<file path="config.mk">
export PLATFORM = sky130hd
export DESIGN_NAME = multicycle_sequencer
export DESIGN_NICKNAME = d
export VERILOG_FILES = /design/src/rtl/multicycle_sequencer.sv
export SDC_FILE = /design/constraint.sdc
export NUM_CORES = 1
export LEC_CHECK = 0
export BUFFER_PORTS_ARGS = -buffer_cell sky130_fd_sc_hd__clkbuf_2
export CORE_MARGIN = 5
export CORE_UTILIZATION = 53
export DETAILED_ROUTE_END_ITERATION = 10
export PLACE_DENSITY_LB_ADDON = 0.12
export RECOVER_POWER = 25
export SYNTH_ARGS = -nofsm -noshare
export SYNTH_HDL_FRONTEND = slang
export SYNTH_SLANG_ARGS = --single-unit
</file>
<file path="constraint.sdc">
create_clock -name clk -period 2.6 [get_ports clk]
set_input_delay 0.26 -clock clk [delete_from_list [all_inputs] [get_ports clk]]
set_output_delay 0.26 -clock clk [all_outputs]
set_load 0.01 [all_outputs]
</file>
<file path="src/rtl/multicycle_sequencer.sv">
// Multicycle control FSM for the simplified MIPS core: sequences PC/IR/memory/regfile/ALU selects per instruction.
// Optional feature macro: ILLEGAL_OP_TRAP_EN (unknown opcodes trap to EXCEPT instead of executing as a NOP).
module multicycle_sequencer (
    input  logic       clk,
    input  logic       rst_n,
    input  logic [5:0] opcode,
    input  logic       zero,
    input  logic       mem_ready,
    output logic       pc_write,
    output logic       ir_write,
    output logic       mem_read,
    output logic       mem_write,
    output logic       byte_en,
    output logic       iord,
    output logic       alu_src_a,
    output logic [1:0] alu_src_b,
    output logic [1:0] alu_op,
    output logic [1:0] pc_source,
    output logic       reg_write,
    output logic       reg_dst,
    output logic       mem2reg,
    output logic       exception,
    output logic       instr_done,
    output logic [3:0] state
);

    localparam logic [1:0] ALUOP_IO = 2'b00;
    localparam logic [1:0] ALUOP_BR = 2'b01;
    localparam logic [1:0] ALUOP_R  = 2'b10;
    localparam logic [1:0] ALUOP_I  = 2'b11;

    localparam logic [5:0] OP_RTYPE = 6'd0;
    localparam logic [5:0] OP_J     = 6'd2;
    localparam logic [5:0] OP_BEQ   = 6'd4;
    localparam logic [5:0] OP_BNE   = 6'd5;
    localparam logic [5:0] OP_ADDI  = 6'd8;
    localparam logic [5:0] OP_SLTI  = 6'd10;
    localparam logic [5:0] OP_ANDI  = 6'd12;
    localparam logic [5:0] OP_ORI   = 6'd13;
    localparam logic [5:0] OP_LW    = 6'd35;
    localparam logic [5:0] OP_SB    = 6'd40;
    localparam logic [5:0] OP_SW    = 6'd43;

    // Encodings are visible on the debug state port and are kept fixed.
    typedef enum logic [3:0] {
        IDLE     = 4'd0,
        FETCH    = 4'd1,
        DECODE   = 4'd2,
        R_EXEC   = 4'd3,
        R_WB     = 4'd4,
        I_EXEC   = 4'd5,
        I_WB     = 4'd6,
        MEM_ADDR = 4'd7,
        MEM_RD   = 4'd8,
        MEM_WB   = 4'd9,
        MEM_WR   = 4'd10,
        BRANCH   = 4'd11,
        JUMP     = 4'd12
`ifdef ILLEGAL_OP_TRAP_EN
        ,
        EXCEPT   = 4'd13
`endif
    } state_t;

    state_t     state_q;
    state_t     state_d;
    logic [5:0] op_q;

    always_ff @(posedge clk or negedge rst_n) begin
        if (!rst_n) begin
            state_q <= IDLE;
            op_q    <= 6'd0;
        end else begin
            state_q <= state_d;
            if (state_q == DECODE) begin
                op_q <= opcode;
            end
        end
    end

    assign state = state_q;

    always_comb begin
        state_d    = state_q;
        pc_write   = 1'b0;
        ir_write   = 1'b0;
        mem_read   = 1'b0;
        mem_write  = 1'b0;
        byte_en    = 1'b0;
        iord       = 1'b0;
        alu_src_a  = 1'b0;
        alu_src_b  = 2'b00;
        alu_op     = ALUOP_IO;
        pc_source  = 2'b00;
        reg_write  = 1'b0;
        reg_dst    = 1'b0;
        mem2reg    = 1'b0;
        exception  = 1'b0;
        instr_done = 1'b0;

        case (state_q)
            IDLE: begin
                state_d = FETCH;
            end
            FETCH: begin
                mem_read  = 1'b1;
                alu_src_b = 2'b01;
                ir_write  = mem_ready;
                pc_write  = mem_ready;
                state_d   = mem_ready ? DECODE : FETCH;
            end
            DECODE: begin
                // Branch target is computed speculatively into ALUOut here.
                alu_src_b = 2'b11;
                case (opcode)
                    OP_RTYPE:                          state_d = R_EXEC;
                    OP_LW, OP_SW, OP_SB:               state_d = MEM_ADDR;
                    OP_ADDI, OP_SLTI, OP_ANDI, OP_ORI: state_d = I_EXEC;
                    OP_BEQ, OP_BNE:                    state_d = BRANCH;
                    OP_J:                              state_d = JUMP;
                    default: begin
`ifdef ILLEGAL_OP_TRAP_EN
                        state_d = EXCEPT;
`else
                        instr_done = 1'b1;
                        state_d    = FETCH;
`endif
                    end
                endcase
            end
            R_EXEC: begin
                alu_src_a = 1'b1;
                alu_op    = ALUOP_R;
                state_d   = R_WB;
            end
            R_WB: begin
                reg_write  = 1'b1;
                reg_dst    = 1'b1;
                instr_done = 1'b1;
                state_d    = FETCH;
            end
            I_EXEC: begin
                alu_src_a = 1'b1;
                alu_src_b = 2'b10;
                alu_op    = (op_q == OP_ADDI) ? ALUOP_IO : ALUOP_I;
                state_d   = I_WB;
            end
            I_WB: begin
                reg_write  = 1'b1;
                instr_done = 1'b1;
                state_d    = FETCH;
            end
            MEM_ADDR: begin
                alu_src_a = 1'b1;
                alu_src_b = 2'b10;
                state_d   = (op_q == OP_LW) ? MEM_RD : MEM_WR;
            end
            MEM_RD: begin
                mem_read = 1'b1;
                iord     = 1'b1;
                state_d  = mem_ready ? MEM_WB : MEM_RD;
            end
            MEM_WB: begin
                reg_write  = 1'b1;
                mem2reg    = 1'b1;
                instr_done = 1'b1;
                state_d    = FETCH;
            end
            MEM_WR: begin
                mem_write  = 1'b1;
                iord       = 1'b1;
                byte_en    = (op_q == OP_SB);
                instr_done = mem_ready;
                state_d    = mem_ready ? FETCH : MEM_WR;
            end
            BRANCH: begin
                alu_src_a  = 1'b1;
                alu_op     = ALUOP_BR;
                pc_source  = 2'b01;
                pc_write   = ((op_q == OP_BEQ) & zero) | ((op_q == OP_BNE) & ~zero);
                instr_done = 1'b1;
                state_d    = FETCH;
            end
            JUMP: begin
                pc_write   = 1'b1;
                pc_source  = 2'b10;
                instr_done = 1'b1;
                state_d    = FETCH;
            end
`ifdef ILLEGAL_OP_TRAP_EN
            EXCEPT: begin
                exception  = 1'b1;
                pc_write   = 1'b1;
                pc_source  = 2'b11;
                instr_done = 1'b1;
                state_d    = FETCH;
            end
`endif
            default: begin
                state_d = IDLE;
            end
        endcase
    end

endmodule

</file>
Word level (Yosys, flattened, before mapping)

Index checks and enable logic that the tools add are counted.

Bits of input ports: 10
Logic and storage cells: 68
Register bits: 10

Muxes and demuxes: 22
Eq/ne operators: 27
Bitwise operators: 4
Reductions and logical operators: 13

Operator list:

| operator                                      | count |
|---|---|
| case mux 4 bit (8 select lines)               | 1 |
| == test 6 x 4 -> 1 bit, second input constant | 5 |
| == test 6 bit, second input constant          | 5 |
| == test 6 x 3 -> 1 bit, second input constant | 4 |
| == test 4 bit, second input constant          | 5 |
| case mux 4 bit (5 select lines)               | 1 |
| == test 4 x 3 -> 1 bit, second input constant | 4 |
| case mux 2 bit (3 select lines)               | 2 |
| two-way mux 1 bit                             | 11 |
| OR reduction 11 bit                           | 1 |
| == test 4 x 2 -> 1 bit, second input constant | 2 |
| OR reduction 2 bit                            | 4 |
| OR reduction 4 bit                            | 2 |
| == test 6 x 2 -> 1 bit, second input constant | 1 |
| logical NOT 6 bit                             | 1 |
| two-way mux 2 bit                             | 3 |
| case mux 1 bit (3 select lines)               | 2 |
| OR reduction 3 bit                            | 2 |
| OR reduction 6 bit                            | 1 |
| OR reduction 5 bit                            | 1 |
| == test 4 x 1 -> 1 bit, second input constant | 1 |
| logical NOT 4 bit                             | 1 |
| two-way mux 4 bit                             | 1 |
| case mux 2 bit (2 select lines)               | 1 |
| 3 further kinds                               | 4 |

Depth between registers and ports, before layout

Gate-level depths: netlist of the first run.

Depth after elaboration: 4
Depth in mapped cells: 6
Gate-level depth less buffers: 4

Worst setup path before layout of the first run

OpenSTA, ideal clock, no wires.

Path type: register -> output
Start: register op_q[0]
End: output alu_op[0]
Arrival: 1457 ps
Stages on the path, launching flop included: 5
Slack: 883 ps
Required time: 2340 ps
Cell sequence: dfrtp_1 -> or4b_4 -> o311ai_4 -> o22ai_1 -> and2_1

Cells in the longest elaborated chain, start to end: 3

RTL lines:

| what                            | line | text |
|---|---|---|
| start, declared                 | 67   | `logic [5:0] op_q;` |
| start signal, assigned          | 76   | `op_q <= opcode;` |
| == test 6 x 4 -> 1 bit          | 145  | `alu_op = (op_q == OP_ADDI) ? ALUOP_IO : ALUOP_I;` |
| two-way mux 2 bit               | 145  |  |
| case mux 2 bit (3 select lines) | 101  | `case (state_q)` |
| end, declared                   | 17   | `output logic [1:0] alu_op,` |

Every way passes these cells.

Final worst setup path of the first run

Start: register state_q[2] (netlist: state[2])
End: output instr_done

Cells in the longest elaborated chain, start to end: 3
Elaborated cells between the ends (all ways): 9
Classes of those cells: eq/ne (7); mux (1); reduce/logical (1)

RTL lines:

| what                                                    | line | text |
|---|---|---|
| start, declared                                         | 65   | `state_t state_q;` |
| start signal, assigned                                  | 74   | `state_q <= state_d;` |
| == test 4 bit or == test 4 x 3 -> 1 bit (tied branches) | 101  |  |
| OR reduction 5 bit (no source line)                     | n/a  |  |
| case mux 1 bit (3 select lines) (*)                     | 101  |  |
| end, declared                                           | 23   | `output logic instr_done,` |

Every way passes the cells marked *; elsewhere a longest branch is shown, timed or not.

==> results.ini, run 1 <==
[clock_network]
postCtsSetupBuffers=0
cts_tree=built
post_cts_resized=0
root_buffer=clkbuf_4
clkSlewWorstSetupHoldPaths_ps=70
cts-buffers-inserted=3
clk_path_buf_depth=2
clock-sinks=10
cts-hold-fix-buffers=1
insertion_delay_ps=260
htreeDepth=1

[worst_setup_path]
crit_fanout=15
cpPeakStageDelay_ps=560
worstReg2RegStart=state[2]$_DFF_PN0_
critPathTopFamily=simple AND/OR/NAND/NOR gates
slowest_stage=dfrtp_1
crit_chain=nor2_1 -> and3_1 -> o221ai_1 -> nand2_1 -> clkbuf_2
required_ps=2340
worstSetupPathType=reg -> out
cp_num_buf_inv=1
startpoint=state[2]$_DFF_PN0_
cp-start-kind=register
end_kind=primary output
crit_arrival_ps=2000
reg2reg_slack_ps=770

[die]
start_util_pct=55.9
coreArea_mm2=0.00173
row_count=15
fp.dieW_um=52.7
ios=32
die_h_um=52.7
dieArea_mm2=0.00278

[synth]
synth_nets=127
synthTopCellsByCount=nor2_1, dfrtp_1, nor3_1
yosysMostFrequentCell=nor2_1
synth-xor-area-share_pct=3.63
ys_async_sr_fraction_pct=100
synthTopCellsByArea=dfrtp_1, mux2_2, nor2_1
synthSimpleGateAreaFrac_pct=32.9
yosys_warnings=0
synth_top_area_share_pct=25.9
synth_edf_count=0
ys_types=43
synth-adder-area-share_pct=0
ys_ff_latch=10
synth_area_leader_cell=dfrtp_1
synthMuxAreaShare_pct=8.55
synth_ff_type=dfrtp_1
netlist_instances=117
synth-compound-area-share_pct=17.2
synth_top_family_by_area=simple AND/OR/NAND/NOR gates
synth.yosys.seq_area_share_pct=25.9
avgSynthCellArea_um2=8.26
syn_area_um2=966

[routing]
viasPerCell=5.70
drc=0
dr_total_vias=947
wl_per_cell_um=13.7
drtIter0Drc=26
routed_wl_um=2280
postRouteAntennaNets=0
drt_pass1_iterations=4

[global_route]
grt_pass1_wl_um=3890
grt_pass1_vias=862
grt-ovfl-total=0
grt_usage_pct=18.8
grt_max_degree=19
antenna_found_initial=0

[timing]
min_period_ps=2260
timing.slew.headroom_pct=61.4
worst_slack_ps=336
period_share_pct=87.1
hold_violations=0
fin_tns_setup_ps=0
fmax_mhz=442
setup_viol=0
rsz0062_at_grt=no
tightest_slew_ps=580
drv_slew=0
fin_skew_ps=7.89

[final_layout]
drive_gt1_share_pct=31.9
areaGrowthSynthToFinish_pct=15.2
multiInputGateArea_um2=606
fillers=153
regArea_um2=250
num_antenna_cells=0
nets=152

[min_path]
hp-start=opcode[4]
min_path_type=in -> reg

[placed_design]
hpwl_um=1770
gp_congestion=0.829
dp_slack_ps=623
io_buffers=30

[power_and_ir_drop]
power.density_mw_per_mm2=1010
peakVddDrop_mv=0.631
power.leakage_nw=0.496

[outcome]
status=completed

[flow_run]
drv_cap=0

per-layer routing:
layer / GRT usage [%] / vias up / wire, um
li1: - / 476 / -
met1: 23.5 / 441 / 1030
met2: 31.6 / 26 / 1100
met3: 4.84 / 4 / 123
met4: 5.11 / 0 / 27
met5: 0 / - / 0
layout by cell type (no fill, tap or decap), types with 2 or more instances in the layout:
| master | count |
|---|---|
| o22ai_1 | 2 |
| clkbuf_2 | 29 |
| dfrtp_1 | 10 |
| nor4_1 | 3 |
| nand3_1 | 2 |
| a21oi_1 | 3 |
| xnor2_1 | 3 |
| inv_1 | 3 |
| nor2_1 | 13 |
| or4_1 | 2 |
| clkbuf_4 | 3 |
| o221ai_1 | 3 |
| nand2_1 | 7 |
| a31oi_1 | 4 |
| buf_4 | 2 |
| nor3b_1 | 2 |
| nor3_1 | 8 |
| nand4_1 | 2 |
| nand2b_1 | 6 |
| mux2_2 | 6 |
| o21ai_0 | 3 |
cells by family after synthesis:
kind of cell	count (synthesis)
XOR/XNOR	4
buffers and inverters	17
flip-flops	10
AO/OA/AOI/OAI	22
other	1
AND/OR/NAND/NOR	56
multiplexers	7
flip-flops by register name (all words and copies together) (netlist names):
register  flops
state         4
op_q          6
final cells by class:
class	instances	area share, %
clock buffer	4	3.26
inverter	4	1.35
multi-input combinational	90	54.4
sequential	10	22.5
tap	25	2.81
timing repair buffer	33	15.6
power breakdown:
group / switching, mW / total (mW) / internal, mW
sequential: 0.110 / 0.338 / 0.227
combinational: 0.350 / 0.642 / 0.293
clock: 0.0551 / 0.140 / 0.0849
worst reg2reg max path: cells and delay by family (launching register included):
kind	cells	cell delay [ps]
DFF	1	560
muxes	1	390
and+or+nand+nor	2	760
worst paths after layout:
kind                                       end  cells after the start
hold reg to reg            op_q[3]$_DFFE_PN0P_                      1
setup reg to reg           op_q[4]$_DFFE_PN0P_                      3
setup / recovery                    instr_done                      5
max in group asynchronous   state[3]$_DFF_PN0_                      2
hold / removal             op_q[4]$_DFFE_PN0P_                      2
min in group asynchronous  op_q[2]$_DFFE_PN0P_                      2
metrics by stage:
step	instance area (um^2)	hold slack (ps)	instances	util (%)	power (mW)
6_report	1110	349	166	64.4	1.12
4_1_cts	1110	341	166	64.5	1.13
3_3_place_gp	1070	138	161	61.8	0.976
3_5_place_dp	1070	141	161	61.8	0.987
2_1_floorplan	966	-35.6	117	-	0.828
5_1_grt	1110	352	166	64.4	1.23
Note: power is estimated with default switching activity, not from simulation.
==> run 2: changes to the inputs <==
Settings changed: BUFFER_PORTS_ARGS -buffer_cell sky130_fd_sc_hd__clkbuf_2 to -buffer_cell sky130_fd_sc_hd__buf_2, HOLD_SLACK_MARGIN from default to 0.03.
==> run 2 against run 1 <==
Net effect: non-clock buffer count stayed put; largest power group unchanged; flip-flop and latch count did not move; critical path depth stayed put; clock skew down 4.0 ps; maximum frequency fell by 1.7%; global-route usage down 0.38 points; worst setup slack got worse by 40 ps; sequential share of layout area did not move; clock power hardly changed; critical endpoint unchanged; via count grew 2.2%; die area unchanged; first-iteration DRC count down 15%.
==> results.ini, run 2 (synthesized netlist as in run 1, its figures left out) <==
[outcome]
status=completed

[timing]
worst_slack_ps=296
tightest_slew_ps=560
drv_slew=0
hold_violations=0
period_share_pct=88.6
fin_skew_ps=3.91
fmax_mhz=434
fin_tns_setup_ps=0
timing.slew.headroom_pct=62.7
setup_viol=0
min_period_ps=2300
rsz0062_at_grt=no

[final_layout]
regArea_um2=250
multiInputGateArea_um2=606
num_antenna_cells=0
layout_commonest_cell=buf_2
layout_common_cells=buf_2, nor2_1, dfrtp_1
areaGrowthSynthToFinish_pct=15.2
drive_gt1_share_pct=31.9
fillers=165
largest_reg_flops=6
nets=152
regMostFlops=op_q

[clock_network]
postCtsSetupBuffers=0
insertion_delay_ps=270
post_cts_resized=0
cts-buffers-inserted=3
root_buffer=clkbuf_4
clkSlewWorstSetupHoldPaths_ps=70
clock-sinks=10
htreeDepth=1
clk_path_buf_depth=2
cts_tree=built
cts-hold-fix-buffers=1

[die]
ios=32
coreArea_mm2=0.00173
dieArea_mm2=0.00278
row_count=15
start_util_pct=55.9
fp.dieW_um=52.7
die_h_um=52.7

[global_route]
grt_max_degree=20
grt_pass1_wl_um=3840
grt_usage_pct=18.4
grt_pass1_vias=861
grt-ovfl-total=0
antenna_found_initial=0

[worst_setup_path]
worstSetupPathType=reg -> out
crit_fanout=15
r2r_end=op_q[4]$_DFFE_PN0P_
cp-start-kind=register
worstReg2RegStart=state[2]$_DFF_PN0_
r2r_cells=3
required_ps=2340
startpoint=state[2]$_DFF_PN0_
end_kind=primary output
reg2reg_slack_ps=750
crit_arrival_ps=2040

[power_and_ir_drop]
power.density_mw_per_mm2=1010
total_power_mw=1.12
peakVddDrop_mv=0.523
power.leakage_nw=0.507

[min_path]
hp-start=opcode[4]
hold_end=op_q[4]$_DFFE_PN0P_
holdPathStages=2
min_path_type=in -> reg

[routing]
wl_met2_um=1180
viasPerCell=5.83
dr_total_vias=968
drc=0
top_layer_used=met4
wl_per_cell_um=14.1
routed_wl_um=2340
drt_pass1_iterations=4
postRouteAntennaNets=0
drtIter0Drc=22
routed-wl-met3_um=159
wl_met1_um=965

[placed_design]
hpwl_um=1810
io_buffers=30
dp_slack_ps=616
gp_congestion=0.897

[flow_run]
drv_cap=0

-- run 2: worst max path at each step --
stage	cells after the start	slack (ps)	endpoint
4_1_cts	5	310	instr_done
3_3_place_gp	5	690	instr_done
3_5_place_dp	5	620	instr_done
6_report	5	300	instr_done
5_1_grt	5	110	instr_done
2_1_floorplan	4	880	alu_op[0]
-- run 2: worst max-delay path, cell delays in order, from the launching register on --
cell and delay, ps:
dfrtp_1 560, nor2_1 360, and3_1 420, o221ai_1 220, nand2_1 90, buf_2 120
-- run 2: layout make-up --
type / count / share of cell area, %
multi-input cells: 90 / 54.4
flip-flops and latches: 10 / 22.5
inverters: 4 / 1.35
clock buffers: 4 / 3.26
well taps: 25 / 2.81
repair buffers: 33 / 15.6
-- run 2: report_power, final --
| part | internal [mW] | leakage [nW] | switching (mW) |
|---|---|---|---|
| Combinational | 0.291 | 0.364 | 0.343 |
| Sequential | 0.227 | 0.123 | 0.121 |
| Clock | 0.0850 | 0.0210 | 0.0534 |
-- run 2: metal layers --
layer	up-vias	track usage, %
met1	456	21.7
met5	-	0
li1	474	-
met4	0	4.68
met3	6	6.55
met2	32	31.4
-- run 2: metrics by stage --
stage	utilization (%)	hold slack, ps	cells	instance area (um^2)
after floorplan	-	-35.6	117	966
after global routing	64.4	339	166	1110
after detailed placement	61.8	130	161	1070
final	64.4	332	166	1110
after global placement	61.8	127	161	1070
after CTS	64.5	323	166	1110
